**src/rtl/lc3_execute_pkg.sv**
```systemverilog
`default_nettype none
// ============================================================================
// Module  : lc3_execute_pkg
// Brief   : Shared widths, opcodes and control-field encodings for LC3 execute
// Revision: 1.0
// ============================================================================
package lc3_execute_pkg;

  localparam int WORD_W = 16;
  localparam int REG_W  = 3;

  localparam logic [3:0] OP_BR   = 4'b0000;
  localparam logic [3:0] OP_ADD  = 4'b0001;
  localparam logic [3:0] OP_LD   = 4'b0010;
  localparam logic [3:0] OP_ST   = 4'b0011;
  localparam logic [3:0] OP_JSR  = 4'b0100;
  localparam logic [3:0] OP_AND  = 4'b0101;
  localparam logic [3:0] OP_LDR  = 4'b0110;
  localparam logic [3:0] OP_STR  = 4'b0111;
  localparam logic [3:0] OP_RTI  = 4'b1000;
  localparam logic [3:0] OP_NOT  = 4'b1001;
  localparam logic [3:0] OP_LDI  = 4'b1010;
  localparam logic [3:0] OP_STI  = 4'b1011;
  localparam logic [3:0] OP_JMP  = 4'b1100;
  localparam logic [3:0] OP_RES  = 4'b1101;
  localparam logic [3:0] OP_LEA  = 4'b1110;
  localparam logic [3:0] OP_TRAP = 4'b1111;

  typedef enum logic [1:0] {
    ALU_ADD  = 2'b00,
    ALU_AND  = 2'b01,
    ALU_NOT  = 2'b10,
    ALU_PASS = 2'b11
  } alu_ctl_e;

  typedef enum logic [1:0] {
    PC1_OFF11 = 2'b00,
    PC1_OFF9  = 2'b01,
    PC1_OFF6  = 2'b10,
    PC1_ZERO  = 2'b11
  } pcsel1_e;

  typedef enum logic {
    PC2_REG = 1'b0,
    PC2_NPC = 1'b1
  } pcsel2_e;

  typedef enum logic {
    OP2_IMM5 = 1'b0,
    OP2_REG  = 1'b1
  } op2sel_e;

  // Bit positions inside E_Control
  localparam int EC_ALU_HI = 5;
  localparam int EC_ALU_LO = 4;
  localparam int EC_PC1_HI = 3;
  localparam int EC_PC1_LO = 2;
  localparam int EC_PC2    = 1;
  localparam int EC_OP2    = 0;

endpackage
`default_nettype wire

```
**src/rtl/lc3_execute_if.sv**
```systemverilog
`default_nettype none
// ============================================================================
// Module  : lc3_execute_if
// Brief   : Decode/regfile-facing bundle of the LC3 execute stage
// Revision: 1.0
// ============================================================================
interface lc3_execute_if;
  import lc3_execute_pkg::*;

  logic                enable_execute;
  logic [WORD_W-1:0]   IR;
  logic [WORD_W-1:0]   npc_in;
  logic [5:0]          E_Control;
  logic [1:0]          W_Control_in;
  logic                Mem_Control_in;
  logic [WORD_W-1:0]   VSR1;
  logic [WORD_W-1:0]   VSR2;
  logic                bypass_alu_1;
  logic                bypass_alu_2;
  logic                bypass_mem_1;
  logic                bypass_mem_2;
  logic [WORD_W-1:0]   Mem_Bypass_Val;
  logic [REG_W-1:0]    sr1;
  logic [REG_W-1:0]    sr2;
  logic [WORD_W-1:0]   aluout;
  logic [WORD_W-1:0]   pcout;
  logic [WORD_W-1:0]   M_Data;
  logic [WORD_W-1:0]   IR_Exec;
  logic [REG_W-1:0]    dr;
  logic [2:0]          NZP;
  logic [1:0]          W_Control_out;
  logic                Mem_Control_out;

  modport master (
    output enable_execute, IR, npc_in, E_Control, W_Control_in, Mem_Control_in,
           VSR1, VSR2, bypass_alu_1, bypass_alu_2, bypass_mem_1, bypass_mem_2,
           Mem_Bypass_Val,
    input  sr1, sr2, aluout, pcout, M_Data, IR_Exec, dr, NZP, W_Control_out,
           Mem_Control_out
  );

  modport slave (
    input  enable_execute, IR, npc_in, E_Control, W_Control_in, Mem_Control_in,
           VSR1, VSR2, bypass_alu_1, bypass_alu_2, bypass_mem_1, bypass_mem_2,
           Mem_Bypass_Val,
    output sr1, sr2, aluout, pcout, M_Data, IR_Exec, dr, NZP, W_Control_out,
           Mem_Control_out
  );

endinterface
`default_nettype wire

```
**src/rtl/lc3_execute_alu.sv**
```systemverilog
`default_nettype none
// ============================================================================
// Module  : lc3_alu
// Brief   : Combinational LC3 ALU (add, and, not, pass-through)
// Revision: 1.0
// ============================================================================
module lc3_alu
  import lc3_execute_pkg::*;
(
  input  wire logic [WORD_W-1:0] i_a,
  input  wire logic [WORD_W-1:0] i_op2,
  input  wire alu_ctl_e          i_alu_control,
  output logic      [WORD_W-1:0] o_result
);

  always_comb begin
    o_result = '0;
    case (i_alu_control)
      ALU_ADD:  o_result = i_a + i_op2;
      ALU_AND:  o_result = i_a & i_op2;
      ALU_NOT:  o_result = ~i_a;
      ALU_PASS: o_result = i_a;
      default:  o_result = '0;
    endcase
  end

endmodule
`default_nettype wire

```
**src/rtl/lc3_execute.sv**
```systemverilog
`default_nettype none
// ============================================================================
// Module  : lc3_execute
// Brief   : LC3 execute stage: operand forwarding, ALU, address adder, output regs
// Revision: 1.0
// ============================================================================
module lc3_execute
  import lc3_execute_pkg::*;
(
  input  wire logic clock,
  input  wire logic reset,
  lc3_execute_if.slave ex
);

  logic [3:0]        w_opcode;
  logic              w_is_store;
  logic [WORD_W-1:0] w_opa;
  logic [WORD_W-1:0] w_opb;
  logic [WORD_W-1:0] w_op2;
  logic [WORD_W-1:0] w_alu_result;
  logic [WORD_W-1:0] w_offset;
  logic [WORD_W-1:0] w_base;
  logic [WORD_W-1:0] w_pcout_next;
  logic [WORD_W-1:0] w_aluout_next;
  logic [2:0]        w_nzp_next;
  alu_ctl_e          w_alu_ctl;
  pcsel1_e           w_pcsel1;
  pcsel2_e           w_pcsel2;
  op2sel_e           w_op2sel;

  logic [WORD_W-1:0] r_aluout;
  logic [WORD_W-1:0] r_pcout;
  logic [WORD_W-1:0] r_m_data;
  logic [WORD_W-1:0] r_ir_exec;
  logic [REG_W-1:0]  r_dr;
  logic [2:0]        r_nzp;
  logic [1:0]        r_w_control;
  logic              r_mem_control;

  assign w_opcode   = ex.IR[15:12];
  assign w_alu_ctl  = alu_ctl_e'(ex.E_Control[EC_ALU_HI:EC_ALU_LO]);
  assign w_pcsel1   = pcsel1_e'(ex.E_Control[EC_PC1_HI:EC_PC1_LO]);
  assign w_pcsel2   = pcsel2_e'(ex.E_Control[EC_PC2]);
  assign w_op2sel   = op2sel_e'(ex.E_Control[EC_OP2]);

  // Stores read the data register from the dr field rather than IR[2:0]
  assign w_is_store = (w_opcode == OP_ST) || (w_opcode == OP_STI) || (w_opcode == OP_STR);
  assign ex.sr1     = ex.IR[8:6];
  assign ex.sr2     = w_is_store ? ex.IR[11:9] : ex.IR[2:0];

  // ALU forwarding uses the pre-edge aluout so back-to-back dependents work
  assign w_opa = ex.bypass_alu_1 ? r_aluout :
                 ex.bypass_mem_1 ? ex.Mem_Bypass_Val : ex.VSR1;
  assign w_opb = ex.bypass_alu_2 ? r_aluout :
                 ex.bypass_mem_2 ? ex.Mem_Bypass_Val : ex.VSR2;

  assign w_op2 = (w_op2sel == OP2_REG) ? w_opb
                                       : {{(WORD_W-5){ex.IR[4]}}, ex.IR[4:0]};

  lc3_alu u_alu (
    .i_a           (w_opa),
    .i_op2         (w_op2),
    .i_alu_control (w_alu_ctl),
    .o_result      (w_alu_result)
  );

  always_comb begin
    w_offset = '0;
    case (w_pcsel1)
      PC1_OFF11: w_offset = {{(WORD_W-11){ex.IR[10]}}, ex.IR[10:0]};
      PC1_OFF9:  w_offset = {{(WORD_W-9){ex.IR[8]}},   ex.IR[8:0]};
      PC1_OFF6:  w_offset = {{(WORD_W-6){ex.IR[5]}},   ex.IR[5:0]};
      PC1_ZERO:  w_offset = '0;
      default:   w_offset = '0;
    endcase
  end

  assign w_base       = (w_pcsel2 == PC2_NPC) ? ex.npc_in : w_opa;
  assign w_pcout_next = w_base + w_offset;

  always_comb begin
    w_aluout_next = w_pcout_next;
    w_nzp_next    = 3'b000;
    case (w_opcode)
      OP_ADD, OP_AND, OP_NOT: w_aluout_next = w_alu_result;
      default:                w_aluout_next = w_pcout_next;
    endcase
    case (w_opcode)
      OP_BR:   w_nzp_next = ex.IR[11:9];
      OP_JMP:  w_nzp_next = 3'b111;
      default: w_nzp_next = 3'b000;
    endcase
  end

  always_ff @(posedge clock or posedge reset) begin
    if (reset) begin
      r_aluout      <= '0;
      r_pcout       <= '0;
      r_m_data      <= '0;
      r_ir_exec     <= '0;
      r_dr          <= '0;
      r_nzp         <= '0;
      r_w_control   <= '0;
      r_mem_control <= 1'b0;
    end else if (ex.enable_execute) begin
      r_aluout      <= w_aluout_next;
      r_pcout       <= w_pcout_next;
      r_m_data      <= w_opb;
      r_ir_exec     <= ex.IR;
      r_dr          <= ex.IR[11:9];
      r_nzp         <= w_nzp_next;
      r_w_control   <= ex.W_Control_in;
      r_mem_control <= ex.Mem_Control_in;
    end
  end

  assign ex.aluout          = r_aluout;
  assign ex.pcout           = r_pcout;
  assign ex.M_Data          = r_m_data;
  assign ex.IR_Exec         = r_ir_exec;
  assign ex.dr              = r_dr;
  assign ex.NZP             = r_nzp;
  assign ex.W_Control_out   = r_w_control;
  assign ex.Mem_Control_out = r_mem_control;

endmodule
`default_nettype wire

```
**src/flat_wrapper.sv**
```systemverilog
// flat-port wrapper written by rule: the top's interface ports become plain ports
module lc3_execute_flat import lc3_execute_pkg::*;
  (clock, reset, ex_enable_execute, ex_IR, ex_npc_in, ex_E_Control, ex_W_Control_in, ex_Mem_Control_in, ex_VSR1, ex_VSR2, ex_bypass_alu_1, ex_bypass_alu_2, ex_bypass_mem_1, ex_bypass_mem_2, ex_Mem_Bypass_Val, ex_sr1, ex_sr2, ex_aluout, ex_pcout, ex_M_Data, ex_IR_Exec, ex_dr, ex_NZP, ex_W_Control_out, ex_Mem_Control_out);
  lc3_execute_if ex_i ();
  input  wire logic clock;
  input  wire logic reset;
  input wire logic [$bits(ex_i.enable_execute)-1:0] ex_enable_execute;
  input wire logic [$bits(ex_i.IR)-1:0] ex_IR;
  input wire logic [$bits(ex_i.npc_in)-1:0] ex_npc_in;
  input wire logic [$bits(ex_i.E_Control)-1:0] ex_E_Control;
  input wire logic [$bits(ex_i.W_Control_in)-1:0] ex_W_Control_in;
  input wire logic [$bits(ex_i.Mem_Control_in)-1:0] ex_Mem_Control_in;
  input wire logic [$bits(ex_i.VSR1)-1:0] ex_VSR1;
  input wire logic [$bits(ex_i.VSR2)-1:0] ex_VSR2;
  input wire logic [$bits(ex_i.bypass_alu_1)-1:0] ex_bypass_alu_1;
  input wire logic [$bits(ex_i.bypass_alu_2)-1:0] ex_bypass_alu_2;
  input wire logic [$bits(ex_i.bypass_mem_1)-1:0] ex_bypass_mem_1;
  input wire logic [$bits(ex_i.bypass_mem_2)-1:0] ex_bypass_mem_2;
  input wire logic [$bits(ex_i.Mem_Bypass_Val)-1:0] ex_Mem_Bypass_Val;
  output wire logic [$bits(ex_i.sr1)-1:0] ex_sr1;
  output wire logic [$bits(ex_i.sr2)-1:0] ex_sr2;
  output wire logic [$bits(ex_i.aluout)-1:0] ex_aluout;
  output wire logic [$bits(ex_i.pcout)-1:0] ex_pcout;
  output wire logic [$bits(ex_i.M_Data)-1:0] ex_M_Data;
  output wire logic [$bits(ex_i.IR_Exec)-1:0] ex_IR_Exec;
  output wire logic [$bits(ex_i.dr)-1:0] ex_dr;
  output wire logic [$bits(ex_i.NZP)-1:0] ex_NZP;
  output wire logic [$bits(ex_i.W_Control_out)-1:0] ex_W_Control_out;
  output wire logic [$bits(ex_i.Mem_Control_out)-1:0] ex_Mem_Control_out;
  assign ex_i.enable_execute = ex_enable_execute;
  assign ex_i.IR = ex_IR;
  assign ex_i.npc_in = ex_npc_in;
  assign ex_i.E_Control = ex_E_Control;
  assign ex_i.W_Control_in = ex_W_Control_in;
  assign ex_i.Mem_Control_in = ex_Mem_Control_in;
  assign ex_i.VSR1 = ex_VSR1;
  assign ex_i.VSR2 = ex_VSR2;
  assign ex_i.bypass_alu_1 = ex_bypass_alu_1;
  assign ex_i.bypass_alu_2 = ex_bypass_alu_2;
  assign ex_i.bypass_mem_1 = ex_bypass_mem_1;
  assign ex_i.bypass_mem_2 = ex_bypass_mem_2;
  assign ex_i.Mem_Bypass_Val = ex_Mem_Bypass_Val;
  assign ex_sr1 = ex_i.sr1;
  assign ex_sr2 = ex_i.sr2;
  assign ex_aluout = ex_i.aluout;
  assign ex_pcout = ex_i.pcout;
  assign ex_M_Data = ex_i.M_Data;
  assign ex_IR_Exec = ex_i.IR_Exec;
  assign ex_dr = ex_i.dr;
  assign ex_NZP = ex_i.NZP;
  assign ex_W_Control_out = ex_i.W_Control_out;
  assign ex_Mem_Control_out = ex_i.Mem_Control_out;
  lc3_execute u_core (.clock(clock), .reset(reset), .ex(ex_i));
endmodule
```
**config.mk**
```make
export PLATFORM = sky130hd
export DESIGN_NAME = lc3_execute_flat
export DESIGN_NICKNAME = d
export VERILOG_FILES = /design/src/rtl/lc3_execute_pkg.sv /design/src/rtl/lc3_execute_if.sv /design/src/rtl/lc3_execute_alu.sv /design/src/rtl/lc3_execute.sv /design/src/flat_wrapper.sv
export SDC_FILE = /design/constraint.sdc
export NUM_CORES = 1
export LEC_CHECK = 0
export BUFFER_PORTS_ARGS = -buffer_cell sky130_fd_sc_hd__clkbuf_2
export CAP_MARGIN = 20
export CELL_PAD_IN_SITES_DETAIL_PLACEMENT = 1
export CELL_PAD_IN_SITES_GLOBAL_PLACEMENT = 1
export CORE_ASPECT_RATIO = 2
export CORE_UTILIZATION = 39
export DETAILED_ROUTE_END_ITERATION = 10
export PLACE_DENSITY = 0.91
export SLEW_MARGIN = 20
export SYNTH_ARGS = -nofsm -noshare
export SYNTH_HDL_FRONTEND = slang
export SYNTH_SLANG_ARGS = --single-unit
```
**constraint.sdc**
```tcl
create_clock -name clock -period 3.95 [get_ports clock]
set_clock_uncertainty 0.05 [all_clocks]
set_input_delay 0.1975 -clock clock [delete_from_list [all_inputs] [get_ports clock]]
set_output_delay 0.1975 -clock clock [all_outputs]
set_load 0.05 [all_outputs]
```
; ---- After elaboration in Yosys (flattened, before gate mapping)
; Index checks and enable logic that the tools add are counted.
[op_classes]
n_addsub = 2
eq_ne = 13
mux = 11
bitwise = 2
n_reduce_logical = 6
[ops]
columns = operator, n
row1 = 16-bit one-hot mux with 4 select lines, 2
row2 = 16-bit two-way mux, 7
row3 = 16-bit adder, 2
row4 = 16-bit bitwise AND, 1
row5 = 16-bit inverter, 1
row6 = "4-bit == test, second input constant", 3
row7 = "2-bit == test, second input constant", 4
row8 = "4-bit by 3-bit == test with 1-bit output, second input constant", 2
row9 = 3-bit one-hot mux with 2 select lines, 1
row10 = "2-bit by 1-bit == test with 1-bit output, second input constant", 2
row11 = "4-bit by 1-bit == test with 1-bit output, second input constant", 1
row12 = "4-bit by 2-bit == test with 1-bit output, second input constant", 1
row13 = 2-bit logical NOT, 2
row14 = 4-bit logical NOT, 1
row15 = 3-bit two-way mux, 1
row16 = 3-bit OR reduction, 1
row17 = 1-bit logical OR, 2
[totals]
ff_bits = 73
input_bits = 96
out_inout_bits = 79
word_cells = 42

; ---- Depth between registers and ports, before layout
; Gate-level depths: netlist of run 1.
[depth]
depth_word = 6
depth_mapped = 16
ltp_nobuf = 14

; ---- By module
; A second synthesis of run 1 with hierarchy kept.
[hier_totals]
hier_cells = 660
area_unflattened_um2 = 5881.9
[modules_own_cells]
columns = mod, instances, cells_each, area_per_inst_um2, seq_area_each_um2
row1 = lc3_execute, 1, 485, 4682.0, 1751.7
row2 = lc3_alu, 1, 175, 1199.9, 0.0

; ---- Worst setup path after synthesis of run 1
; OpenSTA, ideal clock, no wires.
[synth_path]
path_kind = input-to-reg
from = in ex_bypass_mem_2
to = reg u_core.r_aluout[15], in the netlist u_core.ex.aluout[15]
setup_time_ns = 0.092
arrival_time_ns = 3.111
required_ns = 3.808
path_slack_ns = 0.697
path_stages = 13
n_path_buf = 2
path_cell_list = clkbuf_1 buf_2 mux2i_1 o21ai_0 mux2_2 ha_1 and2_4 a221oi_2 a21oi_2 o41ai_2 mux2i_1 nor3_2 o31ai_2
[synth_via]
elab_chain_len = 6
word_cells_on_any_way = 7
cone_classes = 1 x add/sub / 5 x mux / 1 x bitwise
[synth_rtl]
columns = item, line
row1 = start: declaration, flat_wrapper.sv:18  ; input wire logic [$bits(ex_i.bypass_mem_2)-1:0] ex_bypass_mem_2;
row2 = 16-bit two-way mux *, lc3_execute.sv:55  ; ex.bypass_mem_2 ? ex.Mem_Bypass_Val : ex.VSR2;
row3 = 16-bit two-way mux *, lc3_execute.sv:54  ; assign w_opb = ex.bypass_alu_2 ? r_aluout :
row4 = 16-bit two-way mux *, lc3_execute.sv:57  ; assign w_op2 = (w_op2sel == OP2_REG) ? w_opb
row5 = 16-bit adder or 16-bit bitwise AND (tied branches), "lc3_execute_alu.sv:19, lc3_execute_alu.sv:20"
row6 = 16-bit one-hot mux with 4 select lines *, lc3_execute_alu.sv:18  ; case (i_alu_control)
row7 = 16-bit two-way mux *, lc3_execute.sv:84  ; case (w_opcode)
row8 = end signal: assignment, lc3_execute.sv:106  ; r_aluout <= w_aluout_next;
row9 = end: declaration, lc3_execute.sv:31  ; logic [WORD_W-1:0] r_aluout;
; Every way passes the cells marked *; elsewhere a longest branch is shown, timed or not.
; A chain may end at the register's enable or synchronous reset.

; ---- Final worst setup path of run 1
[layout_path]
from = in ex_bypass_mem_2
to = reg u_core.r_aluout[14], in the netlist u_core.ex.aluout[14]
; The elaborated chain is that of the path after synthesis.

==> results.ini, run 1 <==
[status]
status=complete, but fails checks
violations=DRC

[sta]
fin_tns_setup_ps=0
finalCritPeriodShare=0.795
hold_ws_ps=27.5
min_period_ps=3140
hold_viol=0
timing.final.ws_setup_ps=811
drv_slew=0
rsz0062_at_grt=false
fmax_ghz=0.319
setup_violations=0
relSlewSlack=0.437
worst_slew_pin_slew_ps=843

[synthesis]
synth-adder-area-share=0.0731
synth-xor-area-share=0.0314
synth-edff-count=0
synth_nets=814
synthCells=685
synth_area_leaders=dfrtp_1 30%, mux2_2 12%, mux2i_1 6.7%, ha_1 6.6%, nand2_1 6.6%
synth-simple-area-share=0.143
yosysMostFrequentCell=nand2_1
synth_mux_area_frac=0.188
synth-main-ff-cell=dfrtp_1
synth_common_cells=103 x nand2_1, 70 x dfrtp_1, 63 x mux2_2, 63 x o21ai_0, 45 x nor2_1
yosysTopAreaCell=dfrtp_1
yosysSeqAreaShare=0.299
synth_top_family_by_area=compound AO/OA/AOI/OAI gates
synth_top_area_frac=0.299
yosysWarnings=0
synth-seq-cells=70
async_reset_ff_frac=1.00
synth_compound_area_frac=0.208
ys_types=69
syn_area_um2=5850
syn_avg_cell_area_um2=8.54

[clock_tree]
cts_tree=done
cts_root_buf=clkbuf_16
cts_buffers=9
clkTransAtPathRegs_ps=60
clk_latency_ps=360
cts_max_level=3
cts_buffer_depth=2
postCtsSetupBuffers=0
clock_sinks=70

[route]
viasPerCell=5.82
drc=4
drt_iter0_markers=321
drt_first_pass_iters=10
vias=6015
wl_mm=21.6
wire_per_inst_um=20.9
antenna_left=0

[worst_setup_path]
critPathLaunch=ex_bypass_mem_2
worstReg2RegEnd=u_core.ex.aluout[14]
crit_path_end=u_core.ex.aluout[14]
arrival_ps=3340
crit_fanout=14
crit_type=in2reg
cp_data_required_time_ps=4150
endpoint_kind=flip-flop
start_kind=input port
r2r_start=u_core.ex.aluout[0]
regToRegSetupSlack_ps=810
r2r_cells=13

[final_layout]
area_growth_pct=21.7
drive_gt1_frac=0.325
final_util=0.483
diodes=0
stdcell_count=1034
final_cell_area_um2=7130
fin_nets=963

[floorplanning]
die_w_um=88.6
die_height_um=175
die_area_um2=15500
initial_core_util=0.397
ios=175
core-area_um2=14700
fp-row-count=63

[min_path]
hold_path_class=in2reg

[power_and_ir_drop]
power_frac_comb=0.521
total_power_mw=3.87
sw_frac_of_total=0.487
seq_power_share=0.263
cellLeakagePower_nw=3.53
p_per_area_nw_per_um2=543
net-switching-power_mw=1.88
p_clk_frac=0.216
vdd_drop_max_v=0.000277
p_int_mw=1.98

[grt]
antenna_found_initial=0
grt.total_usage=0.292
grt_pass1_wl_mm=33.9
grt_max_degree=53
grt_pass1_vias=6481
grt_remaining_overflow=0

[placement]
hpwl_mm=16.8
placed_cell_area_um2=6820
dp_slack_ps=447
dp.cells=1017
gp_congestion=1.02
port_buffers=174

[job]
maxCapViolations=0

==> routing by layer <==
metal	part of all wire	global-route usage	up-vias	wire [µm]
li1	-	-	2745	-
met5	0	0	-	0
met2	0.54	0.519	235	11600
met1	0.36	0.301	2938	7730
met3	0.038	0.0479	97	823
met4	0.065	0.200	0	1410
==> worst max-delay path, cell delays in order <==
cell and delay [ps]:
clkbuf_2 410, mux2i_1 140, o21ai_0 210, mux2_2 200, ha_1 180, inv_1 80, fa_1 390, nor2b_1 270
o31a_1 280, o21ai_1 140, o21ai_0 250, and4_1 240, nor4_1 60, a2111oi_2 290
==> registers in the layout, summed over array words and instances (netlist names) <==
name	cells
u_core.ex.W_Control_out	2
u_core.ex.Mem_Control_out	1
u_core.ex.NZP	3
u_core.ex.IR_Exec	14
u_core.ex.dr	2
u_core.ex.aluout	16
u_core.ex.pcout	16
u_core.ex.M_Data	16
==> worst min path at each step <==
stage,startpoint,slack [ps],cells after the start,endpoint
floorplan,ex_IR[15],300,1,u_core.ex.IR_Exec[15]
global placement,reset,150,2,u_core.ex.W_Control_out[0]
detailed placement,reset,150,2,u_core.ex.W_Control_out[0]
CTS,ex_W_Control_in[0],30,2,u_core.ex.W_Control_out[0]
global route,ex_W_Control_in[0],40,2,u_core.ex.W_Control_out[0]
finish,ex_W_Control_in[0],30,2,u_core.ex.W_Control_out[0]
==> power groups by stage <==
stage	Combinational (mW)	Sequential [mW]	Clock (mW)
global placement	1.94	1.02	0
CTS	2.01	1.02	0.845
global route	2.15	1.04	0.873
finish	2.02	1.02	0.836
floorplan	0.893	1.57	0
detailed placement	1.99	1.03	0
==> kinds of logic (layout without fill, tap and decap cells) <==
kind of cell / after synthesis / count (layout)
muxes: 102 / 102
adders and majority gates: 33 / 33
DFF: 70 / 70
xor gates and xnor gates: 21 / 21
AOI/OAI and AO/OA: 189 / 189
and+or+nand+nor: 192 / 192
buffers and inverters: 78 / 232
==> final cells by class <==
cell class                 count  area [µm²]
inverter                      31         116
multi-input combinational    537        3770
sequential                    70        1750
timing repair buffer         185         956
fill                        1837        7610
clock inverter                 5        58.8
tap                          195         244
clock buffer                  11         233
==> repair_timing <==
item | CTS | global route
hold buffers | 1 | 0
resized for setup | 0 | 0
hold endpoints to repair | 19 | 0
==> layout by cell type, fill, tap and decap left out, types with 11 or more instances in the layout <==
master,count
inv_1,30
mux2i_1,39
ha_1,31
clkbuf_2,174
a21oi_1,43
nor2_1,45
o21ai_0,63
nand2_1,103
xor2_1,11
mux2_2,63
dfrtp_1,70
Note: power is estimated with default switching activity, not from simulation.
==> run 2, diff against run 1 <==
ABC_AREA = 1   (was unset)
CORE_UTILIZATION = 33   (was 39)
PLACE_DENSITY = 0.87   (was 0.91)
clock period = 2.8 ns   (was 3.95 ns; I/O delays follow)
==> run 2 against run 1 <==
Against the previous run: the run ends with hold timing left; core utilization fell by 5.2 points; combinational power rose by 35%; cell area grew 11%; synthesized cell count up 46%; critical path type is now reg2reg; highest routed layer unchanged.
==> results.ini, run 2 <==
[synthesis]
synth_area_leaders=dfrtp_1 28%, nand2_1 24%, o21ai_0 7.4%, inv_1 7.1%, ha_1 6.2%
yosysWarnings=0
synth_nets=1129
yosysMostFrequentCell=nand2_1
synth-main-ff-cell=dfrtp_1
synth_common_cells=397 x nand2_1, 118 x inv_1, 92 x o21ai_0
synth-seq-cells=70
yosysSeqAreaShare=0.281
ys_types=37
syn_area_um2=6230
synth-edff-count=0
synth_top_area_frac=0.281
synthCells=1000
syn_avg_cell_area_um2=6.23
yosysTopAreaCell=dfrtp_1
async_reset_ff_frac=1.00

[placement]
dp_slack_ps=-213
hpwl_mm=23.0
placed_cell_area_um2=7550
dp.cells=1402
gp_congestion=0.967
port_buffers=174

[power_and_ir_drop]
power_frac_comb=0.511
p_int_mw=2.70
seq_power_share=0.259
vdd_drop_max_v=0.000333
p_clk_frac=0.230
p_per_area_nw_per_um2=671
net-switching-power_mw=2.63
sw_frac_of_total=0.494
cellLeakagePower_nw=4.51
total_power_mw=5.32

[grt]
antenna_found_initial=1
grt_util_met3=0.0399
grt_max_degree=42
grt_pass1_vias=8120
busiest_layer=met2
grt_pass1_wl_mm=43.1
grtUsageMet1=0.275
use_met2=0.554
grt.total_usage=0.295
grt_remaining_overflow=0

[clock_tree]
cts_tree=done
cts_root_buf=clkbuf_16
clock_sinks=70
cts_buffers=9
postCtsSetupBuffers=0
cts_buffer_depth=2
clkTransAtPathRegs_ps=70
cts_max_level=3
clk_latency_ps=350

[route]
vias=7633
wl_mm=28.3
drt_iter0_markers=372
wire_per_inst_um=19.8
drt_first_pass_iters=5
antenna_left=0
viasPerCell=5.36
drc=0

[sta]
min_period_ps=2670
drv_slew=0
hold_ws_ps=-1.07
fmax_ghz=0.375
fin_tns_setup_ps=0
setup_violations=0
relSlewSlack=0.521
worst_slew_pin_slew_ps=718
rsz0062_at_grt=false
timing.final.ws_setup_ps=132
hold_viol=1
finalCritPeriodShare=0.953

[floorplanning]
ios=175
core-area_um2=18400
die_height_um=196
initial_core_util=0.339
die_area_um2=19500
fp-row-count=70
die_w_um=99.1

[worst_setup_path]
crit_type=reg2reg
regToRegSetupSlack_ps=130
critPathTopFamily=simple AND/OR/NAND/NOR gates
start_kind=flip-flop
cp_data_required_time_ps=2980
path_cells=inv_1 > o21ai_2 > inv_1 > o21ai_0 > ha_1 > nand2_1 > inv_1 > buf_4 > a21oi_1 > nor2_1 > nor2_1 > nand2_1 > nand2_1 > nand3_1 > nand3_1 > nand2_1
r2r_start=u_core.ex.aluout[7]
r2r_cells=16
slowest_delay_ps=430
arrival_ps=2850
crit_fanout=4
endpoint_kind=flip-flop
worst_path_most_repeated_cell=nand2_1
critPathBufInv=4
worstReg2RegEnd=u_core.ex.aluout[13]
slowest_stage=dfrtp_2

[min_path]
min_to=u_core.ex.IR_Exec[15]
hp-start=ex_IR[15]
whs_path_depth=3
hold_path_class=in2reg

[job]
maxCapViolations=0

[final_layout]
drive_gt1_frac=0.239
final_common_cell=nand2_1
area_growth_pct=27.5
final_util=0.432
fin_nets=1332
final_cell_area_um2=7940
stdcell_count=1425
layout_common_cells=397 x nand2_1, 174 x clkbuf_2, 117 x inv_1, 84 x o21ai_0, 71 x nand3_1

[status]
violations=hold timing
status=complete, but fails checks

==> run 2: logic make-up (layout without fill, tap and decap cells) <==
| logic type | Yosys count | after routing | synth area share |
|---|---|---|---|
| simple gates | 557 | 557 | 0.370 |
| buf+inv | 166 | 374 | 0.116 |
| compound gates | 164 | 164 | 0.150 |
| flops | 70 | 70 | 0.281 |
| fa+ha+maj | 33 | 33 | 0.0687 |
| xor+xnor | 10 | 10 | 0.0141 |
| other cells | 0 | 1 | 0 |
==> run 2: worst max path at each step <==
stage,startpoint,slack [ps],end,cells past startpoint
after floorplan,u_core.ex.aluout[0],280,u_core.ex.aluout[8],14
after global placement,ex_bypass_mem_2,-120,u_core.ex.aluout[15],19
after detailed placement,ex_bypass_mem_2,-210,u_core.ex.aluout[15],19
after CTS,u_core.ex.aluout[11],50,u_core.ex.aluout[15],12
after global routing,u_core.ex.aluout[10],10,u_core.ex.aluout[15],14
final,u_core.ex.aluout[7],130,u_core.ex.aluout[13],16
==> run 2: worst min-delay path: cells and delay by family <==
kind | cells | cell delay [ps]
and+or+nand+nor | 2 | 110
buffers and inverters | 1 | 110
==> run 2: power groups by stage <==
stage                     sequential [mW]  clock [mW]  combinational (mW)
after floorplan                      1.94           0                1.17
after global placement               1.39           0                2.61
after detailed placement             1.39           0                2.67
after CTS                            1.37        1.23                2.71
after global routing                 1.39        1.26                2.94
final                                1.38        1.22                2.72
==> run 2: final cells by class <==
class,instances,area (µm²)
fillers,2496,10500
multi-input cells,764,3770
flip-flops and latches,70,1750
repair buffers,235,1370
inverters,123,469
well taps,216,270
clock buffers,10,239
clock inverters,6,68.8
diodes,1,2.50
==> run 2: layer usage <==
layer,wire [µm],part of all wire,up-vias
met5,0,0,-
met4,2550,0.090,0
met3,1020,0.036,130
met2,15200,0.54,253
met1,9460,0.33,3655
li1,-,-,3595
==> run 2: repair_timing <==
item	CTS	global route
gates resized for setup	1	11
hold buffers	6	0
endpoints found under the setup margin	2	6
endpoints found under the hold margin	34	0
